`src/rtl/axi_fetch_pkg.sv`:
```
// Shared types and constants for the AXI instruction-fetch master.
package axi_fetch_pkg;

    localparam int unsigned AXI_ID_BITS   = 4;
    localparam int unsigned AXI_ADDR_BITS = 32;
    localparam int unsigned AXI_DATA_BITS = 32;
    localparam int unsigned AXI_LEN_BITS  = 8;
    localparam int unsigned AXI_SIZE_BITS = 3;
    localparam int unsigned TAG_BITS      = 30;

    localparam logic [AXI_SIZE_BITS-1:0] SIZE_WORD  = 3'b010;
    localparam logic [1:0]               BURST_INCR = 2'b01;
    localparam logic [1:0]               RESP_OKAY  = 2'b00;

    typedef enum logic [1:0] {
        ST_IDLE = 2'd0,
        ST_ADDR = 2'd1,
        ST_DATA = 2'd2
    } fetch_state_e;

    typedef struct packed {
        logic [AXI_ID_BITS-1:0]   id;
        logic [AXI_DATA_BITS-1:0] data;
        logic [1:0]               resp;
        logic                     last;
    } axi_r_beat_t;

    // Word tag of a byte address.
    function automatic logic [TAG_BITS-1:0] word_tag(input logic [31:0] addr);
        return addr[31:2];
    endfunction

endpackage

```
`src/rtl/axi_im_fetch_master.sv`:
```
// Single-word AXI read master for CPU instruction fetch with a one-entry
// hit register that short-circuits repeat fetches of the last good word.
module axi_im_fetch_master
    import axi_fetch_pkg::*;
#(
    parameter logic [AXI_ID_BITS-1:0] MASTER_ID = '0
) (
    input  logic                     ACLK,
    input  logic                     ARESET,
    input  logic                     cpu_req,
    input  logic [31:0]              cpu_addr,
    output logic                     cpu_stall,
    output logic                     cpu_done,
    output logic [31:0]              cpu_rdata,
    output logic                     cpu_err,
    output logic [AXI_ID_BITS-1:0]   ARID,
    output logic [AXI_ADDR_BITS-1:0] ARADDR,
    output logic [AXI_LEN_BITS-1:0]  ARLEN,
    output logic [AXI_SIZE_BITS-1:0] ARSIZE,
    output logic [1:0]               ARBURST,
    output logic                     ARVALID,
    input  logic                     ARREADY,
    input  logic [AXI_ID_BITS-1:0]   RID,
    input  logic [AXI_DATA_BITS-1:0] RDATA,
    input  logic [1:0]               RRESP,
    input  logic                     RLAST,
    input  logic                     RVALID,
    output logic                     RREADY
);

    fetch_state_e        state, state_n;
    logic                hit_valid;
    logic [TAG_BITS-1:0] hit_tag;
    axi_r_beat_t         r_beat;
    logic                hit_c, miss_c, beat_c, beat_err_c;
    logic                unused_addr_lsbs;

    assign ARID    = MASTER_ID;
    assign ARLEN   = '0;
    assign ARSIZE  = SIZE_WORD;
    assign ARBURST = BURST_INCR;

    assign r_beat = '{id: RID, data: RDATA, resp: RRESP, last: RLAST};

    // Byte offset never reaches the bus; fetches are word aligned.
    assign unused_addr_lsbs = ^cpu_addr[1:0];

    assign cpu_stall = (cpu_req & ~cpu_done) | (state != ST_IDLE);

    // Next-state and per-cycle event decode.
    always_comb begin
        state_n    = state;
        hit_c      = 1'b0;
        miss_c     = 1'b0;
        beat_c     = 1'b0;
        beat_err_c = (r_beat.resp != RESP_OKAY) | (r_beat.id != MASTER_ID) | ~r_beat.last;
        case (state)
            ST_IDLE: begin
                if (cpu_req && !cpu_done) begin
                    if (hit_valid && (word_tag(cpu_addr) == hit_tag)) begin
                        hit_c = 1'b1;
                    end else begin
                        miss_c  = 1'b1;
                        state_n = ST_ADDR;
                    end
                end
            end
            ST_ADDR: begin
                if (ARREADY) begin
                    state_n = ST_DATA;
                end
            end
            ST_DATA: begin
                if (RVALID) begin
                    beat_c  = 1'b1;
                    state_n = ST_IDLE;
                end
            end
            default: state_n = ST_IDLE;
        endcase
    end

    // State, registered Moore handshake outputs, CPU result and hit register.
    always_ff @(posedge ACLK) begin
        if (ARESET) begin
            state     <= ST_IDLE;
            ARVALID   <= 1'b0;
            RREADY    <= 1'b0;
            ARADDR    <= '0;
            cpu_done  <= 1'b0;
            cpu_err   <= 1'b0;
            cpu_rdata <= '0;
            hit_valid <= 1'b0;
            hit_tag   <= '0;
        end else begin
            state    <= state_n;
            ARVALID  <= (state_n == ST_ADDR);
            RREADY   <= (state_n == ST_DATA);
            cpu_done <= hit_c | beat_c;
            if (hit_c) begin
                cpu_err <= 1'b0;
            end
            if (miss_c) begin
                ARADDR <= {cpu_addr[31:2], 2'b00};
            end
            if (beat_c) begin
                cpu_rdata <= r_beat.data;
                cpu_err   <= beat_err_c;
                if (beat_err_c) begin
                    hit_valid <= 1'b0;
                end else begin
                    hit_valid <= 1'b1;
                    hit_tag   <= ARADDR[31:2];
                end
            end
        end
    end

endmodule

```
`config.mk`:
```
export PLATFORM = sky130hd
export DESIGN_NAME = axi_im_fetch_master
export DESIGN_NICKNAME = d
export VERILOG_FILES = /design/src/rtl/axi_fetch_pkg.sv /design/src/rtl/axi_im_fetch_master.sv
export SDC_FILE = /design/constraint.sdc
export NUM_CORES = 1
export LEC_CHECK = 0
export BUFFER_PORTS_ARGS = -buffer_cell sky130_fd_sc_hd__buf_2
export CORE_MARGIN = 4
export CORE_UTILIZATION = 53
export DETAILED_ROUTE_END_ITERATION = 8
export GPL_ROUTABILITY_DRIVEN = 0
export PLACE_DENSITY = 0.86
export SLEW_MARGIN = 25
export SYNTH_ARGS = -nofsm -noshare
export SYNTH_HDL_FRONTEND = slang
export SYNTH_SLANG_ARGS = --single-unit
```
`constraint.sdc`:
```
create_clock -name ACLK -period 3.3 [get_ports ACLK]
set_clock_uncertainty 0.1 [all_clocks]
set_input_delay 0.66 -clock ACLK [delete_from_list [all_inputs] [get_ports ACLK]]
set_output_delay 0.66 -clock ACLK [all_outputs]
set_load 0.01 [all_outputs]
```
After elaboration in Yosys (flattened, before gate mapping)

Cells that the tools add are included.

Bits in registers: 99
Bits in latches: 0
RAM bits: 0
Bits in read-only memories: 0
Input bits: 76
Output and inout bits: 86
Word-level logic and storage cells: 47
Memories: 0

Add/sub/neg operators: 0
$mul: 0
Divide/modulo/power cells: 0
Order comparisons: 0
Eq/ne operators: 5
Shifts and indexed selects: 0
Mux-type cells: 16
Bitwise operators: 8
Reduce and logical (&&, ||, !) cells: 9

Operators with widths:

| cell               | number |
|---|---|
| $eq 30x30->1       | 1 |
| $mux 1             | 11 |
| $mux 2             | 4 |
| $pmux 2 s3         | 1 |
| $reduce_bool 2->1  | 3 |
| $eq 2x1->1 const B | 2 |
| $eq 2x2->1 const B | 2 |
| $or 1x1->1         | 4 |
| $reduce_bool 4->1  | 1 |
| $not 1->1          | 3 |
| $logic_and 1x1->1  | 2 |
| $logic_not 2->1    | 1 |
| $reduce_and 2->1   | 1 |
| $and 1x1->1        | 1 |
| $logic_not 1->1    | 1 |

Depth between registers and ports, before layout

Gate-level depths: netlist of the first run.

Depth in word-level cells: 7
Gate-level depth with buffers: 7
Mapped depth without buffers: 5

Least setup slack after synthesis of the first run

Ideal clock, no wire load.

Kind: input -> register
Start: input port cpu_addr[22]
End: register ARADDR[10]
Library setup time: 0.120 ns
Data arrival time: 1.666 ns
Setup slack: 1.415 ns
Stages on the path: 6
Cell sequence: xnor2_1 > nand4_1 > nor4_2 > a21boi_2 > buf_6 > mux2i_1

Word-level cells in the longest chain between the ends: 5

RTL lines:

| element              | RTL line                   | text |
|---|---|---|
| from (decl)          | axi_im_fetch_master.sv:11  | `input logic [31:0] cpu_addr,` |
| $eq 30x30->1         | axi_im_fetch_master.sv:60  | `if (hit_valid && (word_tag(cpu_addr) == hit_tag)) begin` |
| $logic_and 1x1->1    | axi_im_fetch_master.sv:60  |  |
| $mux 1               | axi_im_fetch_master.sv:60  |  |
| $mux 1               | axi_im_fetch_master.sv:59  | `if (cpu_req && !cpu_done) begin` |
| $mux 1               | axi_im_fetch_master.sv:57  | `case (state)` |
| to (signal assigned) | axi_im_fetch_master.sv:104 | `ARADDR <= {cpu_addr[31:2], 2'b00};` |
| to (decl)            | axi_im_fetch_master.sv:17  | `output logic [AXI_ADDR_BITS-1:0] ARADDR,` |

No other way between the ends.
A chain may end at the register's enable or synchronous reset.

Worst setup path in the final report of the first run

Start: input port cpu_addr[22]
End: register ARADDR[21]

Same word-level chain as after synthesis.

==> flow_metrics.env, run 1 <==
export IMPL_status="finished, final reports clean"
export IMPL_track_usage=0.2078
export IMPL_grt_pass1_vias=3495
export IMPL_swShare=0.2494
export IMPL_postCtsSetupBuffers=0
export IMPL_hold_path_class="reg2reg"
export IMPL_setup_tns_ns=0
export IMPL_antenna_cells=0
export IMPL_row_count=32
export IMPL_worstSetupStartpointType="input port"
export IMPL_min_period_ns=2.288
export IMPL_synth_edf_count=0
export IMPL_yosysTopAreaCell="dfxtp_1"
export IMPL_pwr_share_seq=0.554
export IMPL_cts_hold_buf=0
export IMPL_vdd_drop_max_uv=262.1
export IMPL_maxCapViolCount=0
export IMPL_yosysUniqueCellTypes=27
export IMPL_critPathSlowestCell="nor4_2"
export IMPL_ant_nets=0
export IMPL_clock_power_share=0.327
export IMPL_path_max_fanout=14
export IMPL_grt_ovfl_total=0
export IMPL_yosysSeqAreaShare=0.4678
export IMPL_cp_arrival_ns=2.44
export IMPL_die_w_um=97.41
export IMPL_die_area_sq_um=9488
export IMPL_dp_slack_ns=0.5031
export IMPL_end_kind="flip-flop"
export IMPL_hold_viol=0
export IMPL_drtIter0Drc=106
export IMPL_grt_max_degree=106
export IMPL_synth_seq_cells=99
export IMPL_finalSetupViolCount=0
export IMPL_max_slew_margin=0.4631
export IMPL_p_comb_frac=0.119
export IMPL_fillers=667
export IMPL_clkSinkCount=99
export IMPL_yosys_top_cells_area="dfxtp_1 (47%), nand2_1 (11%), nand2b_1 (8.3%), a21oi_1 (7.7%), mux2i_1 (7.1%)"
export IMPL_num_nets_final=696
export IMPL_finalCritPeriodShare=0.6934
export IMPL_antenna_found_initial=0
export IMPL_yosysWarnings=0
export IMPL_routed_wl_um=10050
export IMPL_drive_above_1_share=0.2660
export IMPL_internal_power_w=0.001703
export IMPL_worstSkewPairLatency_ns=0.36
export IMPL_postSynthCellCount=495
export IMPL_wl_per_cell_um=13.84
export IMPL_p_leak_nw=2.148
export IMPL_p_per_area_nw_per_um2=444.2
export IMPL_numCtsBuffers=9
export IMPL_fmax_mhz=437.0
export IMPL_slowest_delay_ns=0.53
export IMPL_initial_core_util=0.5454
export IMPL_io_pins=162
export IMPL_synth_top_cell_area_share=0.4678
export IMPL_synth_area_sq_um=4237
export IMPL_route_detailed_drc=0
export IMPL_path_clk_slew_ns=0.09
export IMPL_io_buffers=140
export IMPL_synth_area_per_cell_sq_um=8.559
export IMPL_cts_buffer_depth=2
export IMPL_grt_first_pass_wirelength_um=16170
export IMPL_areaGrowthSynthToFinish_pct=20.56
export IMPL_htree_levels=3
export IMPL_required_ns=3.45
export IMPL_cts_tree="done"
export IMPL_fin_ws_ns=1.012
export IMPL_coreArea_sq_um=7767
export IMPL_slew_viol_final=0
export IMPL_critical_path_cell_chain="buf_2 > xnor2_1 > nand4_1 > nor4_2 > a21boi_4 > buf_4 > mux2i_1"
export IMPL_crit_type="in2reg"
export IMPL_hpwl_um=7264
export IMPL_grt_setup_unrepaired="no"
export IMPL_fp_dieH_um=97.41
export IMPL_cts_resized=0
export IMPL_viasPerCell=4.937
export IMPL_power_switching_w=0.0005659
export IMPL_tightest_slew_ns=0.8054
export IMPL_first_pass_iters=5
export IMPL_via_count=3584
export IMPL_synth_top_flop_cell="dfxtp_1"
export IMPL_synthArstFlopShare=0
export IMPL_cts_root_buf="clkbuf_8"
[synth_stat cells, types with 3 or more instances]
cell type,number
nand3_1,3
buf_6,3
nand2_1,128
or2b_1,5
nor3_1,3
nor2_1,6
a21oi_1,65
nand2b_1,56
mux2i_1,30
buf_2,4
clkbuf_1,23
xnor2_1,29
buf_4,19
nand4_1,7
dfxtp_1,99
[cells in the final DEF, fill, tap and decap left out, types with 7 or more instances in the layout]
cell type	instances
a21oi_1	65
mux2i_1	30
conb_1	19
dfxtp_1	99
xnor2_1	29
nand2b_1	56
buf_4	7
nand4_1	7
clkbuf_8	9
nand2_1	128
buf_2	139
[metrics by stage]
| stage | cells | area (sq um) | power [W] | hold WS [ns] | util |
|---|---|---|---|---|---|
| after global placement | 710 | 4897 | 0.001539 | 0.3393 | 0.6305 |
| final | 726 | 5107 | 0.002269 | 0.3570 | 0.6575 |
| after CTS | 725 | 5080 | 0.002280 | 0.3595 | 0.6540 |
| after detailed placement | 710 | 4897 | 0.001549 | 0.3463 | 0.6305 |
| after floorplan | 512 | 4300 | 0.001452 | 0.3367 | - |
| after global routing | 726 | 5107 | 0.002365 | 0.3795 | 0.6575 |
[worst max-delay path, delay by kind of cell]
family / cells / cell delay (ns)
and+or+nand+nor: 2 / 0.73
buffers and inverters: 2 / 0.38
AOI/OAI and AO/OA: 1 / 0.28
muxes: 1 / 0.13
xor gates and xnor gates: 1 / 0.25
[logic make-up (layout without fill, tap and decap cells)]
family | after synthesis | in the layout | synth area share
xor gates and xnor gates | 30 | 30 | 0.06379
other | 2 | 19 | 0.001773
muxes | 30 | 30 | 0.07088
AOI/OAI and AO/OA | 69 | 69 | 0.08624
DFF | 99 | 99 | 0.4678
and+or+nand+nor | 215 | 215 | 0.2419
buffers and inverters | 50 | 162 | 0.06763
[worst paths after layout]
kind                  from            end  slack [ns]  depth (start not counted)
max           cpu_addr[22]     ARADDR[21]        1.01                          7
min          cpu_rdata[13]  cpu_rdata[13]        0.36                          2
max reg2reg    hit_tag[20]     ARADDR[21]        1.11                          6
min reg2reg  cpu_rdata[13]  cpu_rdata[13]        0.36                          2
[flip-flops by register name, indices dropped and copies added (netlist names)]
| register | count |
|---|---|
| ARADDR | 30 |
| RREADY | 1 |
| ARVALID | 1 |
| hit_tag | 30 |
| hit_valid | 1 |
| cpu_rdata | 32 |
| cpu_err | 1 |
| cpu_done | 1 |
| state | 2 |
[power groups by stage]
stage               clock (W)  sequential (W)  combinational [W]
floorplan                   0         0.00130           0.000153
global placement            0         0.00128           0.000257
detailed placement          0         0.00129           0.000264
CTS                  0.000758         0.00126           0.000265
global route         0.000808         0.00126           0.000295
finish               0.000741         0.00126           0.000270
[final cells by class]
| type | instances | area, sq um | share of cell area |
|---|---|---|---|
| Sequential cell | 99 | 1982 | 0.3880 |
| Timing Repair Buffer | 147 | 775.7 | 0.1519 |
| Tap cell | 102 | 127.6 | 0.02499 |
| Clock inverter | 5 | 55.05 | 0.01078 |
| Multi-Input combinational cell | 363 | 2039 | 0.3993 |
| Clock buffer | 10 | 127.6 | 0.02499 |
[routing by layer]
metal,global-route usage,part of all wire,up-vias
li1,-,-,1802
met1,0.2464,0.40,1631
met2,0.3474,0.49,136
met3,0.08686,0.095,15
met4,0.05431,0.015,0
met5,0,0,-
(Power assumes the default switching activity.)
==> run 2, diff against run 1 <==
--- a/config.mk
+++ b/config.mk
@@ -7,10 +7,10 @@
 export LEC_CHECK = 0
 export BUFFER_PORTS_ARGS = -buffer_cell sky130_fd_sc_hd__buf_2
 export CORE_MARGIN = 4
-export CORE_UTILIZATION = 53
+export CORE_UTILIZATION = 49
 export DETAILED_ROUTE_END_ITERATION = 8
 export GPL_ROUTABILITY_DRIVEN = 0
-export PLACE_DENSITY = 0.86
+export PLACE_DENSITY = 0.8
 export SLEW_MARGIN = 25
 export SYNTH_ARGS = -nofsm -noshare
 export SYNTH_HDL_FRONTEND = slang
==> constraint.sdc (replaced) <==
create_clock -name ACLK -period 2.3 [get_ports ACLK]
set_clock_uncertainty 0.1 [all_clocks]
set_input_delay 0.46 -clock ACLK [delete_from_list [all_inputs] [get_ports ACLK]]
set_output_delay 0.46 -clock ACLK [all_outputs]
set_load 0.01 [all_outputs]
==> run 2 against run 1 <==
Net effect: worst setup slack got worse by 0.73 ns; combinational power increased by 47%; clock-buffer cell count unchanged; total power is 52% higher.
==> flow_metrics.env, run 2 (same netlist as run 1, synthesis figures left out) <==
export IMPL_status="finished, final reports clean"
export IMPL_viasPerCell=4.960
export IMPL_r2r_setup_slack_ns=0.28
export IMPL_top_register="cpu_rdata"
export IMPL_maxCapViolCount=0
export IMPL_final_common_cell="buf_2"
export IMPL_cts_hold_buf=0
export IMPL_grt_first_pass_wirelength_um=16860
export IMPL_finalSetupViolCount=0
export IMPL_antenna_cells=0
export IMPL_ant_nets=0
export IMPL_initial_core_util=0.5105
export IMPL_r2r_cells=7
export IMPL_postCtsSetupBuffers=0
export IMPL_io_buffers=140
export IMPL_slew_viol_final=0
export IMPL_die_area_sq_um=10200
export IMPL_row_count=33
export IMPL_clkSinkCount=99
export IMPL_grt_ovfl_total=0
export IMPL_largest_register_ffs=32
export IMPL_fp_dieH_um=101.0
export IMPL_drtIter0Drc=121
export IMPL_final_cell_mix="buf_2 (139), nand2_1 (128), dfxtp_1 (99), a21oi_1 (65), nand2b_1 (56)"
export IMPL_hold_path_class="in2reg"
export IMPL_setup_tns_ns=0
export IMPL_required_ns=2.46
export IMPL_cts_tree="done"
export IMPL_p_per_area_nw_per_um2=662.5
export IMPL_vdd_drop_max_uv=427.9
export IMPL_reg2reg_from="hit_tag[20]"
export IMPL_path_max_fanout=12
export IMPL_min_period_ns=2.022
export IMPL_reg_largest_list="cpu_rdata x32, ARADDR x30, hit_tag x30"
export IMPL_cp_arrival_ns=2.19
export IMPL_worstSkewPairLatency_ns=0.37
export IMPL_final_core_util=0.6284
export IMPL_end_kind="flip-flop"
export IMPL_drive_above_1_share=0.2734
export IMPL_num_nets_final=700
export IMPL_worstSetupStartpointType="flip-flop"
export IMPL_grt_max_degree=46
export IMPL_hpwl_um=7913
export IMPL_route_detailed_drc=0
export IMPL_wl_per_cell_um=14.51
export IMPL_grt_pass1_vias=3598
export IMPL_cts_root_buf="clkbuf_8"
export IMPL_first_pass_iters=5
export IMPL_crit_type="reg2reg"
export IMPL_finalCritPeriodShare=0.8793
export IMPL_cts_buffer_depth=2
export IMPL_crit_path_end="state[0]"
export IMPL_antenna_found_initial=0
export IMPL_coreArea_sq_um=8299
export IMPL_path_clk_slew_ns=0.10
export IMPL_placed_area_sq_um=4989
export IMPL_track_usage=0.2104
export IMPL_die_w_um=101.0
export IMPL_fin_area_sq_um=5215
export IMPL_cts_resized=0
export IMPL_numCtsBuffers=9
export IMPL_fmax_mhz=494.5
export IMPL_hold_viol=0
export IMPL_routed_wl_um=10650
export IMPL_p_leak_nw=2.197
export IMPL_grt_setup_unrepaired="no"
export IMPL_cp_startpoint="hit_tag[20]"
export IMPL_htree_levels=3
export IMPL_r2r_end="state[0]"
export IMPL_areaGrowthSynthToFinish_pct=23.10
export IMPL_via_count=3641
export IMPL_io_pins=162
## run 2: worst min path at each step
| stage | from | end | slack [ns] | cells after the start |
|---|---|---|---|---|
| 6_report | RDATA[19] | cpu_rdata[19] | 0.21 | 3 |
| 5_1_grt | RDATA[28] | cpu_rdata[28] | 0.22 | 3 |
| 4_1_cts | RDATA[19] | cpu_rdata[19] | 0.20 | 3 |
| 3_5_place_dp | cpu_rdata[7] | cpu_rdata[7] | 0.35 | 2 |
| 3_3_place_gp | cpu_rdata[22] | cpu_rdata[22] | 0.34 | 2 |
| 2_1_floorplan | hit_valid | hit_valid | 0.34 | 2 |
## run 2: power by group
group	switching, W	internal, W	leakage, nW	total (W)
Sequential	0.0000410	0.00177	0.803	0.00181
Combinational	0.000208	0.000189	1.28	0.000397
Clock	0.000609	0.000642	0.108	0.00125
Total	0.000858	0.00260	2.20	0.00345
## run 2: cell type report
class | count | area, sq um
Clock buffer | 10 | 137.6
Clock inverter | 6 | 88.84
Fill cell | 736 | 3084
Multi-Input combinational cell | 363 | 2039
Tap cell | 105 | 131.4
Timing Repair Buffer | 151 | 835.8
Sequential cell | 99 | 1982
## run 2: stage by stage
step / instances / worst slack [ns] / hold slack [ns] / power [W]
6_report: 734 / 0.2777 / 0.2141 / 0.003455
5_1_grt: 734 / 0.2048 / 0.2157 / 0.003594
4_1_cts: 734 / 0.2984 / 0.2016 / 0.003485
3_5_place_dp: 718 / 0.04960 / 0.3466 / 0.002242
3_3_place_gp: 718 / 0.09242 / 0.3387 / 0.002227
2_1_floorplan: 512 / 0.6145 / 0.3367 / 0.002084
## run 2: layer usage
| metal | GRT usage | wire, um | vias up | part of all wire |
|---|---|---|---|---|
| met2 | 0.3610 | 5399 | 109 | 0.51 |
| met4 | 0.09918 | 290 | 0 | 0.027 |
| met5 | 0 | 0 | - | 0 |
| met1 | 0.2473 | 4267 | 1692 | 0.40 |
| li1 | - | - | 1815 | - |
| met3 | 0.04913 | 696 | 25 | 0.065 |
## run 2: critical path: stages (launching register included)
cell	delay, ns
dfxtp_1	0.33
xnor2_1	0.27
nand4_1	0.20
nor4_2	0.33
buf_4	0.17
a21boi_4	0.12
buf_12	0.21
o21ba_1	0.18
